**src/rtl/noc_inject_arbiter.sv**
```systemverilog
// noc_inject_arbiter
// Shares one router core-injection port among NREQ local requesters.
// Round-robin selection between packets; a multi-flit packet locks the port
// to its owner and VC until the tail flit is accepted.
//
// Ports:
//   clk, clr            clock, asynchronous active-high reset
//   req_valid/req_data  per-requester flit presentation (32 bits per requester)
//   req_vc/req_last     head-flit target VC (2 bits per requester), tail marker
//   req_ready           combinational accept strobe, one-hot or zero
//   full_out_core_vc    router core-input VC full flags
//   data_in_core        registered flit (IDLE_WORD when nothing is accepted)
//   busy                high while a multi-flit packet owns the port
//   grant_id            current owner / last granted requester
//   flit_count          per-requester saturating accept counters
//                       (present only with NOC_INJ_STATS_EN defined)
module noc_inject_arbiter #(
    parameter int unsigned NREQ      = 4,
    parameter logic [31:0] IDLE_WORD = 32'h6000_0000
) (
    input  logic                     clk,
    input  logic                     clr,
    input  logic [NREQ-1:0]          req_valid,
    input  logic [32*NREQ-1:0]       req_data,
    input  logic [2*NREQ-1:0]        req_vc,
    input  logic [NREQ-1:0]          req_last,
    output logic [NREQ-1:0]          req_ready,
    input  logic [3:0]               full_out_core_vc,
    output logic [31:0]              data_in_core,
    output logic                     busy,
`ifdef NOC_INJ_STATS_EN
    output logic [16*NREQ-1:0]       flit_count,
`endif
    output logic [$clog2(NREQ)-1:0]  grant_id
);

    localparam int unsigned IDW = $clog2(NREQ);

    typedef enum logic {
        S_IDLE = 1'b0,
        S_LOCK = 1'b1
    } state_t;

    state_t           state_q, state_d;
    logic [IDW-1:0]   owner_q, owner_d;
    logic [1:0]       vc_q, vc_d;
    logic [IDW-1:0]   rr_q, rr_d;
    logic [IDW-1:0]   grant_q, grant_d;
    logic [31:0]      data_q, data_d;
    logic             busy_q, busy_d;

    logic             cand_found;
    logic [IDW-1:0]   cand;
    logic [IDW-1:0]   scan_idx;
    logic [1:0]       cand_vc;
    logic [NREQ-1:0]  ready_c;
    logic             acc_c;
    logic [IDW-1:0]   acc_id_c;

    // Round-robin scan starting one past the last packet winner
    always_comb begin
        cand_found = 1'b0;
        cand       = '0;
        scan_idx   = '0;
        for (int unsigned i = 1; i <= NREQ; i++) begin
            scan_idx = IDW'((32'(rr_q) + i) % NREQ);
            if (!cand_found && req_valid[scan_idx]) begin
                cand_found = 1'b1;
                cand       = scan_idx;
            end
        end
        cand_vc = req_vc[32'(cand)*2 +: 2];
    end

    // Grant, next-state and output-register logic
    always_comb begin
        state_d  = state_q;
        owner_d  = owner_q;
        vc_d     = vc_q;
        rr_d     = rr_q;
        grant_d  = grant_q;
        data_d   = IDLE_WORD;
        busy_d   = busy_q;
        ready_c  = '0;
        acc_c    = 1'b0;
        acc_id_c = cand;

        case (state_q)
            S_IDLE: begin
                // A full VC stalls the selected requester; nobody else is tried
                if (cand_found && !full_out_core_vc[cand_vc]) begin
                    ready_c[cand] = 1'b1;
                    acc_c         = 1'b1;
                    acc_id_c      = cand;
                end
            end
            S_LOCK: begin
                if (req_valid[owner_q] && !full_out_core_vc[vc_q]) begin
                    ready_c[owner_q] = 1'b1;
                    acc_c            = 1'b1;
                    acc_id_c         = owner_q;
                end
            end
            default: ;
        endcase

        if (acc_c) begin
            data_d  = req_data[32'(acc_id_c)*32 +: 32];
            grant_d = acc_id_c;
            if (state_q == S_IDLE) begin
                if (req_last[acc_id_c]) begin
                    rr_d = acc_id_c;
                end else begin
                    state_d = S_LOCK;
                    owner_d = acc_id_c;
                    vc_d    = cand_vc;
                end
            end else if (req_last[acc_id_c]) begin
                state_d = S_IDLE;
                rr_d    = owner_q;
            end
        end

        busy_d = (state_d == S_LOCK);
    end

    // State and output registers
    always_ff @(posedge clk or posedge clr) begin
        if (clr) begin
            state_q <= S_IDLE;
            owner_q <= '0;
            vc_q    <= '0;
            rr_q    <= IDW'(NREQ - 1);
            grant_q <= '0;
            data_q  <= IDLE_WORD;
            busy_q  <= 1'b0;
        end else begin
            state_q <= state_d;
            owner_q <= owner_d;
            vc_q    <= vc_d;
            rr_q    <= rr_d;
            grant_q <= grant_d;
            data_q  <= data_d;
            busy_q  <= busy_d;
        end
    end

    // Ready is forced low during reset so nothing is accepted before clr drops
    assign req_ready    = clr ? '0 : ready_c;
    assign data_in_core = data_q;
    assign busy         = busy_q;
    assign grant_id     = grant_q;

`ifdef NOC_INJ_STATS_EN
    logic [15:0] cnt_q [NREQ];
    logic [15:0] cnt_d [NREQ];

    // Saturating per-requester accept counters
    always_comb begin
        for (int unsigned r = 0; r < NREQ; r++) begin
            cnt_d[r] = cnt_q[r];
            if (acc_c && (acc_id_c == IDW'(r)) && (cnt_q[r] != 16'hFFFF)) begin
                cnt_d[r] = cnt_q[r] + 16'd1;
            end
        end
    end

    always_ff @(posedge clk or posedge clr) begin
        if (clr) begin
            for (int unsigned r = 0; r < NREQ; r++) begin
                cnt_q[r] <= '0;
            end
        end else begin
            for (int unsigned r = 0; r < NREQ; r++) begin
                cnt_q[r] <= cnt_d[r];
            end
        end
    end

    for (genvar g = 0; g < int'(NREQ); g++) begin : g_cnt
        assign flit_count[16*g +: 16] = cnt_q[g];
    end
`endif

endmodule

```
**config.mk**
```make
export PLATFORM = sky130hd
export DESIGN_NAME = noc_inject_arbiter
export DESIGN_NICKNAME = d
export VERILOG_FILES = /design/src/rtl/noc_inject_arbiter.sv
export SDC_FILE = /design/constraint.sdc
export NUM_CORES = 1
export LEC_CHECK = 0
export BUFFER_PORTS_ARGS = -buffer_cell sky130_fd_sc_hd__buf_2
export CELL_PAD_IN_SITES_DETAIL_PLACEMENT = 0
export CELL_PAD_IN_SITES_GLOBAL_PLACEMENT = 1
export CORE_MARGIN = 4
export CORE_UTILIZATION = 30
export DETAILED_ROUTE_END_ITERATION = 8
export PLACE_DENSITY_LB_ADDON = 0.1
export SETUP_SLACK_MARGIN = 0.2
export SLEW_MARGIN = 10
export SYNTH_ARGS = -nofsm -noshare
export SYNTH_HDL_FRONTEND = slang
export SYNTH_SLANG_ARGS = --single-unit
export TNS_END_PERCENT = 50
```
**constraint.sdc**
```tcl
create_clock -name clk -period 6.25 [get_ports clk]
set_input_delay 1.25 -clock clk [delete_from_list [all_inputs] [get_ports clk]]
set_output_delay 1.25 -clock clk [all_outputs]
set_load 0.03 [all_outputs]
```
==> results of run 1 <==
stage by stage:
stage / hold WS (ns) / worst slack, ns
after floorplan: 0.519 / 1.67
after global placement: 0.485 / 1.33
after detailed placement: 0.493 / 1.29
after CTS: 0.513 / 1.27
after global routing: 0.526 / 1.09
final: 0.507 / 1.24
cell usage after synthesis (all sizes together) (6+ instances only):
cell type / number / area share, %
mux2i: 9 / 3.2
nand3: 6 / 1.1
a21oi: 10 / 2.0
o21ai: 8 / 1.4
buf: 14 / 3.1
dfrtp: 37 / 33
nor2: 9 / 1.3
inv: 9 / 1.2
nor2b: 35 / 7.7
mux4: 32 / 25
nand2: 8 / 1.1
cells by family after synthesis:
| logic type | count (synthesis) | share of synthesized area (%) |
|---|---|---|
| simple gates | 68 | 14.3 |
| compound gates | 53 | 14.3 |
| mux | 46 | 30.6 |
| flops | 41 | 36.3 |
| buf+inv | 25 | 4.58 |
routing by layer:
metal,GRT usage [%],wire length [µm],up-vias
met2,26.1,4370,133
met3,4.84,818,4
li1,-,-,1257
met5,0,0,-
met4,3.09,63,0
met1,18.0,3330,1235
power groups by stage:
stage	clock, mW	combinational, mW	sequential, mW
2_1_floorplan	0	0.840	0.544
3_3_place_gp	0	1.21	0.437
3_5_place_dp	0	1.22	0.436
4_1_cts	0.206	1.22	0.432
5_1_grt	0.217	1.29	0.444
6_report	0.196	1.19	0.431
registers in the layout (all words and copies together) (netlist names):
| signal | count |
|---|---|
| owner_q | 2 |
| data_in_core | 32 |
| vc_q | 2 |
| busy | 1 |
| rr_q | 2 |
| grant_id | 2 |
how the worst min path moves through the flow:
stage	endpoint	slack, ns	depth (start not counted)
after floorplan	vc_q[0]	0.52	2
after global placement	grant_id[0]	0.49	1
after detailed placement	grant_id[0]	0.49	1
after CTS	grant_id[0]	0.51	1
after global routing	grant_id[0]	0.53	1
final	grant_id[0]	0.51	1
layout by cell type, fill, tap and decap left out, types with 5 or more instances in the layout:
cell	synthesis	routed
inv_1	8	7
buf_2	8	188
dfrtp_1	37	37
nand3_1	6	6
o21ai_0	5	5
mux4_2	32	32
clkbuf_8	0	7
a21oi_1	8	8
nor2b_1	35	35
mux2i_1	9	8
nand2_1	8	8
nor2_1	8	8
final cells by class:
| class | instances | area share, % |
|---|---|---|
| multi-input cells | 167 | 42.6 |
| inverters | 9 | 0.845 |
| repair buffers | 191 | 24.1 |
| clock buffers | 7 | 2.41 |
| clock inverters | 1 | 0.219 |
| well taps | 129 | 4.04 |
| flip-flops and latches | 41 | 25.8 |
==> summary.txt, run 1 <==
Status
  • Outcome: complete, no violations

Clocking
  • Insertion delay to the later sink of the worst-skew pair: 0.29 ns
  • Postcts setup bufs: 0
  • Root buf cell: clkbuf_8
  • CTS clock-pin slew for the worst setup and hold paths: 0.08 ns
  • CTS Buf Count: 5
  • Hold_buf cts: 0
  • CTS sink cnt: 41
  • TritonCTS clock tree: built
  • Post_cts resized: 0
  • Clock Tree Buf Depth: 2
  • Htree depth: 2

Drt
  • First DRT Iteration DRCs: 93
  • Drt total wl: 8580 µm
  • Via/cell ratio: 4.82
  • Via count: 2,629
  • TritonRoute pass-1 iters: 4
  • Final ANT Viol Nets: 0
  • DRC: 0
  • Avg WL per Cell: 15.7 µm

Setup path
  • Worst Setup Path Type: in -> out
  • Critical-path cell list: buf_2 -> a21oi_1 -> a31oi_1 -> a21oi_1 -> o211ai_1 -> a21boi_2 -> a22o_1 -> and3_1 -> a22o_1 -> buf_2
  • Crit Path Max Fanout: 12
  • Crit path required time: 5.00 ns
  • Critical Path Sink: req_ready[2]
  • Max stage delay on crit path: 0.57 ns
  • CP max-delay cell: a21oi_1
  • Buf/Inv on CP: 2
  • Internal reg-to-reg setup slack: 2.69 ns
  • Worst Path Arrival: 3.76 ns
  • Crit-path leading delay family: compound AO/OA/AOI/OAI gates
  • Reg2reg end: data_in_core[0]
  • Worst r2r src: rr_q[1]
  • CP Depth: 10
  • R2R cell count: 8
  • Critical Path End Type: output port
  • Critical path startpoint category: input port
  • Launch point of the critical path: req_valid[0]

Floorplan
  • Die area: 11,100 µm²
  • FP Rows: 35
  • Core ar.: 9240 µm²
  • Io pins: 189
  • Horiz. Die Dim: 105 µm
  • Initial Utilization: 30.8%
  • Die Y: 105 µm

Timing
  • Worst Tran Pin Value: 0.952 ns
  • Setup TNS Final: 0 ns
  • Final Setup Violations: 0
  • Final Cycle Share: 80.1%
  • Setup Skew: 0.00565 ns
  • Final min period: 5.01 ns
  • Max Clock Freq: 200 MHz
  • Final-report hold violation count: 0
  • RSZ-0062 raised after global routing: no
  • Max-slew headroom: 36.5%
  • Slew Limit Fails: 0

Placement
  • Dpl cell area: 3890 µm²
  • IO Port Bufs: 188
  • Dpl cells: 537
  • DP HPWL: 7050 µm
  • GPL Wtd Cong: 0.741

Logic synthesis
  • Post-synthesis cell type count: 46
  • Ys async rst share: 100%
  • Synthesized net count: 383
  • Syn avg cell area: 12.2 µm²
  • Sequential fraction of the synthesis area: 36.3%
  • Main synth FF type: dfrtp_1
  • Mapped cell area: 2840 µm²
  • Cells after synthesis: 233
  • EDFF count, synth: 0
  • Post-synthesis sequential element count: 41
  • Ys Warns: 0

Job
  • Max-cap violations: 0

Global route
  • Largest net degree at the start of global routing: 45
  • Vias in the first global route: 2,715
  • Initial antenna violation count: 0
  • GRT overflow: 0
  • First-pass GRT wire length: 13,200 µm
  • Tot GR Track Use: 15.0%

Power
  • NetSw: 0.787 mW
  • Peak supply drop: 156 µV
  • Power, Total: 1.82 mW
  • Combinational share of power: 65.5%
  • Clock power share: 10.8%
  • Sequential share of power: 23.7%
  • Switching share of power: 43.3%
  • Pint: 1.03 mW
  • Pleak: 2.01 nW
  • Pwr/cell area: 454 nW/µm²

Worst hold path
  • Hold crit path type: reg -> reg
  • Min-Delay Startpoint: grant_id[0]

Finish
  • Register area: 1030 µm²
  • Final instance area: 4000 µm²
  • Final core utilization: 43.3%
  • Number of fill cells: 953
  • Area grow syn2layout: 40.6%
  • Nets: 565
  • Cell Count, Final, Fillers Out: 545
  • Share of cells above drive strength 1: 61.1%
  • Diode count: 0
  • Multi-input logic area: 1700 µm²
(Power assumes the default switching activity.)
==> inputs of run 2 (changes only) <==
--- a/config.mk
+++ b/config.mk
@@ -5,6 +5,7 @@
 export SDC_FILE = /design/constraint.sdc
 export NUM_CORES = 1
 export LEC_CHECK = 0
+export ABC_AREA = 1
 export BUFFER_PORTS_ARGS = -buffer_cell sky130_fd_sc_hd__buf_2
 export CELL_PAD_IN_SITES_DETAIL_PLACEMENT = 0
 export CELL_PAD_IN_SITES_GLOBAL_PLACEMENT = 1
==> constraint.sdc (replaced) <==
create_clock -name clk -period 5.1 [get_ports clk]
set_input_delay 1.02 -clock clk [delete_from_list [all_inputs] [get_ports clk]]
set_output_delay 1.02 -clock clk [all_outputs]
set_load 0.03 [all_outputs]
==> summary.txt, run 2 <==
Setup path
  • Critical path startpoint category: input port
  • Crit-path leading delay family: simple AND/OR/NAND/NOR gates
  • CP max-delay cell: o21ai_4
  • Worst Setup Path Type: in -> out
  • Critical Path End Type: output port
  • Crit path required time: 4.08 ns (-0.92 ns)
  • Buf/Inv on CP: 4 (+2)
  • Crit Path Max Fanout: 9 (-3)
  • Critical-path cell list: buf_2 -> nand2_1 -> nand2_2 -> nand2_1 -> nand2_2 -> nor2_4 -> nand2_1 -> o21ai_4 -> inv_2 -> nand2_1 -> nand2_2 -> inv_1 -> nand3_1 -> nand2_1 -> nand3_1 -> a21oi_1 -> buf_2
  • Worst Path Arrival: 3.01 ns (-0.75 ns)
  • Max stage delay on crit path: 0.29 ns (-0.28 ns)
  • CP dominant cell by count: nand2_1

Logic synthesis
  • Post-Synth Simple-Gate Area: 27.2% (+13 points)
  • Largest family of logic cells by synthesized area: compound AO/OA/AOI/OAI gates
  • Ys Warns: 0 (unchanged)
  • Largest area contributor in the netlist: dfrtp_1
  • Mux contribution to synthesized area: 0% (-31 points)
  • Cells after synthesis: 436 (+87%)
  • EDFF count, synth: 0 (unchanged)
  • Sequential fraction of the synthesis area: 32.6% (-3.7 points)
  • Main synth FF type: dfrtp_1
  • Post-synthesis sequential element count: 41 (unchanged)
  • Post-Synth Adder-Cell Area: 0% (unchanged)
  • Top-count cell post-synth: nor2_1
  • Compound-Gate Fraction of Synth Area: 30.6% (+16 points)
  • Synth Area in XOR/XNOR: 0% (unchanged)
  • Ys async rst share: 100% (unchanged)
  • Post-synthesis cell type count: 29 (-37%)
  • Top cells by count, synth: 72 x nor2_1, 70 x o21ai_0, 69 x nand2_1
  • Ranking of synthesized cells by area: dfrtp_1 29%, o21ai_0 11%, nor2_1 8.5%
  • Synthesized net count: 586 (+53%)
  • Syn avg cell area: 7.26 µm² (-41%)
  • Mapped cell area: 3170 µm² (+11%)
  • Top cell type's share of synthesized area: 29.2% (-3.3 points)

Clocking
  • Post_cts resized: 0 (unchanged)
  • Clock Tree Buf Depth: 2 (unchanged)
  • Htree depth: 2 (unchanged)
  • Insertion delay to the later sink of the worst-skew pair: 0.29 ns (about the same)
  • TritonCTS clock tree: built
  • CTS sink cnt: 41 (unchanged)
  • Postcts setup bufs: 0 (unchanged)
  • CTS clock-pin slew for the worst setup and hold paths: 0.08 ns (about the same)
  • CTS Buf Count: 5 (unchanged)
  • Hold_buf cts: 0 (unchanged)
  • Root buf cell: clkbuf_8

Timing
  • Max Clock Freq: 248 MHz
  • Setup TNS Final: 0 ns (unchanged)
  • Final min period: 4.03 ns
  • Setup Skew: 0.00911 ns (+0.00346 ns)
  • Final Cycle Share: 79.1%
  • RSZ-0062 raised after global routing: no
  • Worst Tran Pin Value: 0.918 ns (-0.0342 ns)
  • Slew Limit Fails: 0 (unchanged)
  • Max-slew headroom: 38.7% (+2.2 points)
  • Final Setup Violations: 0 (unchanged)
  • Final-report hold violation count: 0 (unchanged)

Job
  • Max-cap violations: 0 (unchanged)

Placement
  • DP HPWL: 8370 µm (+19%)
  • GPL Wtd Cong: 0.866 (+17%)
  • IO Port Bufs: 188 (unchanged)

Finish
  • Diode count: 0 (unchanged)
  • Number of fill cells: 1,146 (+20%)
  • Share of cells above drive strength 1: 43.6% (-17 points)
  • Most frequent cells in the layout: 188 x buf_2, 72 x nor2_1, 70 x o21ai_0, 69 x nand2_1, 37 x dfrtp_1
  • Nets: 759 (+34%)
  • Final core utilization: 40.7% (-2.5 points)
  • Max FFs per register: 32 (unchanged)
  • Area grow syn2layout: 32.8%
  • Most common cell after layout, fill and taps aside: buf_2

Drt
  • Drt total wl: 11,000 µm (+28%)
  • Avg WL per Cell: 14.8 µm (-6.2%)
  • Via/cell ratio: 4.67 (-3.2%)
  • Via count: 3,485 (+33%)
  • DRC: 0 (unchanged)
  • TritonRoute pass-1 iters: 4 (unchanged)
  • First DRT Iteration DRCs: 264 (+180%)
  • Final ANT Viol Nets: 0 (unchanged)

Global route
  • First-pass GRT wire length: 17,600 µm (+33%)
  • Largest net degree at the start of global routing: 68 (+51%)
  • Tot GR Track Use: 17.5% (+2.6 points)
  • Initial antenna violation count: 0 (unchanged)
  • GRT overflow: 0 (unchanged)
  • Vias in the first global route: 3,548 (+31%)

Status
  • Outcome: complete, no violations

Floorplan
  • Die Y: 111 µm (+5.1%)
  • FP Rows: 37 (+5.7%)
  • Horiz. Die Dim: 111 µm (+5.1%)
  • Core ar.: 10,300 µm² (+12%)
  • Die area: 12,300 µm² (+10%)
  • Initial Utilization: 30.7% (-0.12 points)
  • Io pins: 189 (unchanged)

Worst hold path
  • Hold crit path type: reg -> reg
[run 2: cell count changes after synthesis, moves of 16 or more]
cell / delta
o21ai_0: +65
nor2b_1: -35
a21oi_2: +28
inv_1: +16
mux4_2: -32
nand2_1: +61
o21bai_1: +30
nor2_1: +64
[run 2: cells by family after synthesis]
family | count (synthesis)
simple gates | 189
buf+inv | 55
compound gates | 151
flops | 41
[run 2: worst paths after layout]
check	start	to	slack [ns]	depth (start not counted)
max in group asynchronous	clr	data_in_core[18]	3.56	2
min in group asynchronous	clr	vc_q[1]	0.95	2
worst min register to register	grant_id[0]	grant_id[0]	0.49	2
worst min-delay path	grant_id[0]	grant_id[0]	0.49	2
worst max register to register	owner_q[0]	owner_q[0]	2.05	13
worst max-delay path	req_valid[3]	req_ready[1]	1.07	17
[run 2: layout make-up]
type / count / area, µm² / area share (%)
multi-input cells: 340 / 1840 / 43.7
flip-flops and latches: 41 / 1030 / 24.5
repair buffers: 191 / 963 / 22.9
well taps: 136 / 170 / 4.05
inverters: 30 / 120 / 2.86
clock buffers: 7 / 76.3 / 1.82
clock inverters: 1 / 5.00 / 0.119
[run 2: metrics by stage]
step	worst slack, ns	cell area (µm²)	instances	hold WS [ns]
finish	1.07	4200	746	0.487
global route	0.783	4200	746	0.550
floorplan	1.29	3170	436	0.476
CTS	1.06	4200	746	0.494
global placement	1.16	4120	738	0.454
detailed placement	1.06	4120	738	0.469
[run 2: metal layers]
layer  global-route usage [%]  share of wire, %  up-vias
li1                         -                 -     1790
met1                     20.8                41     1552
met2                     30.5                48      132
met3                     6.11               9.2       11
met4                     4.02               1.3        0
met5                        0                 0        -
[run 2: worst register-to-register path: cells and delay by family (launching register included)]
family | cells | cell delay (ns)
compound gates | 5 | 0.62
buf+inv | 2 | 0.68
flops | 1 | 0.49
simple gates | 6 | 1.14
Power of run 2 is not shown: default switching activity piles up to over one toggle a cycle in this logic, so the estimate is an artifact.
==> inputs of run 3 (changes only) <==
==> constraint.sdc (replaced) <==
create_clock -name clk -period 4.1 [get_ports clk]
set_input_delay 0.82 -clock clk [delete_from_list [all_inputs] [get_ports clk]]
set_output_delay 0.82 -clock clk [all_outputs]
set_load 0.03 [all_outputs]
==> summary.txt, run 3 (synthesized netlist as in run 2, its figures left out) <==
Setup path
  • Worst Setup Path Type: reg -> out
  • Critical Path End Type: output port
  • Crit Path Max Fanout: 8 (-1)
  • Crit path required time: 3.28 ns (-0.80 ns)
  • Critical path startpoint category: register
  • Worst Path Arrival: 2.84 ns (-0.17 ns)
  • Internal reg-to-reg setup slack: 1.13 ns (-0.92 ns)

Timing
  • Setup TNS Final: 0 ns (unchanged)
  • Worst Tran Pin Value: 0.906 ns (-0.0119 ns)
  • Max Clock Freq: 273 MHz
  • Setup Skew: 0.00458 ns (-0.00453 ns)
  • Final-report hold violation count: 0 (unchanged)
  • Final Cycle Share: 89.2%
  • Final Setup Violations: 0 (unchanged)
  • RSZ-0062 raised after global routing: no
  • Final min period: 3.66 ns
  • Max-slew headroom: 39.6% (+0.89 points)
  • Slew Limit Fails: 0 (unchanged)

Floorplan
  • Horiz. Die Dim: 111 µm (unchanged)
  • Die Y: 111 µm (unchanged)
  • Die area: 12,300 µm² (unchanged)
  • Core ar.: 10,300 µm² (unchanged)
  • Io pins: 189 (unchanged)
  • FP Rows: 37 (unchanged)
  • Initial Utilization: 30.7% (unchanged)

Global route
  • Vias in the first global route: 3,344 (-5.7%)
  • GRT overflow: 0 (unchanged)
  • Tot GR Track Use: 16.9% (-0.66 points)
  • Largest net degree at the start of global routing: 68 (unchanged)
  • Initial antenna violation count: 1 (+1)
  • First-pass GRT wire length: 17,000 µm (-3.8%)

Drt
  • Via count: 3,482 (-0.086%)
  • Final ANT Viol Nets: 0 (unchanged)
  • Avg WL per Cell: 14.5 µm (-1.9%)
  • TritonRoute pass-1 iters: 4 (unchanged)
  • DRC: 0 (unchanged)
  • Via/cell ratio: 4.64 (-0.75%)
  • Drt total wl: 10,900 µm (-1.3%)
  • First DRT Iteration DRCs: 189 (-28%)

Job
  • Max-cap violations: 0 (unchanged)

Clocking
  • Root buf cell: clkbuf_8
  • TritonCTS clock tree: built
  • Clock Tree Buf Depth: 2 (unchanged)
  • Htree depth: 2 (unchanged)
  • Hold_buf cts: 0 (unchanged)
  • CTS Buf Count: 5 (unchanged)
  • CTS sink cnt: 41 (unchanged)
  • Insertion delay to the later sink of the worst-skew pair: 0.29 ns (about the same)
  • CTS clock-pin slew for the worst setup and hold paths: 0.08 ns (about the same)

Finish
  • Diode count: 0 (unchanged)
  • Area grow syn2layout: 34.7%
  • Register area: 1030 µm² (unchanged)
  • Most common cell after layout, fill and taps aside: buf_2
  • Number of fill cells: 1,130 (-1.4%)
  • Multi-input logic area: 1840 µm² (+0.14%)
  • Share of cells above drive strength 1: 44.6% (+0.95 points)
  • Most frequent cells in the layout: 187 x buf_2, 72 x nor2_1, 70 x o21ai_0, 68 x nand2_1, 37 x dfrtp_1
  • Max FFs per register: 32 (unchanged)
  • Nets: 764 (+0.66%)

Status
  • Outcome: complete, no violations

Placement
  • GPL Wtd Cong: 0.854 (-1.4%)
  • IO Port Bufs: 188 (unchanged)
  • DP HPWL: 8280 µm (-1.1%)

Worst hold path
  • Hold crit path type: reg -> reg
[run 3: cell count changes in the layout (fill, tap and decap cells not counted)]
cell,delta
clkbuf_2,+1
buf_4,+4
clkbuf_4,+1
clkbuf_1,-2
clkbuf_8,+2
nand2_2,+1
nand2_1,-1
buf_2,-1
[run 3: repair_timing]
item / CTS / global route
setup buffers: 0 / 5
setup endpoints to repair: 0 / 4
gates resized for setup: 0 / 2
[run 3: cell type report]
type	count	area share, %
multi-input cells	340	43.2
flip-flops and latches	41	24.2
repair buffers	196	23.5
well taps	136	3.99
inverters	30	2.82
clock buffers	7	2.26
clock inverters	1	0.117
[run 3: critical path: stages, from the launching register on]
cell and delay [ns]:
dfstp_2 0.62, clkbuf_2 0.18, nand2_1 0.08, nand3_1 0.09, o21ai_1 0.11, o21ai_0 0.21, nand2_1 0.10, nand2_2 0.09
o21ai_4 0.10, inv_2 0.09, nand2_2 0.09, nand2_4 0.09, inv_1 0.04, nand2_1 0.05, nand3_1 0.08, nand2_2 0.11
nand3_1 0.08, a21oi_1 0.13, clkbuf_4 0.20
[run 3: routing by layer]
metal | global-route usage, % | wire (µm) | up-vias
met3 | 6.55 | 1020 | 4
met2 | 29.7 | 5420 | 125
met1 | 19.7 | 4380 | 1553
met5 | 0 | 7 | -
li1 | - | - | 1798
met4 | 2.71 | 48 | 2
[run 3: worst paths after layout]
check	startpoint	to	cells after the start
min in group asynchronous	clr	vc_q[0]	2
worst max register to register	rr_q[0]	vc_q[1]	18
max in group asynchronous	clr	data_in_core[15]	2
worst min-delay path	grant_id[1]	grant_id[1]	2
worst max-delay path	rr_q[0]	req_ready[0]	18
worst min register to register	grant_id[1]	grant_id[1]	2
[run 3: through the flow]
step,utilization (%),hold slack (ns),setup WS (ns),area [µm²],std cells
floorplan,-,0.476,0.688,3170,436
global placement,39.9,0.454,0.573,4120,738
detailed placement,39.9,0.472,0.522,4120,738
CTS,40.9,0.496,0.397,4220,746
global route,41.3,0.538,0.183,4260,751
finish,41.3,0.492,0.443,4260,751
Power of run 3 is left out for the same reason.
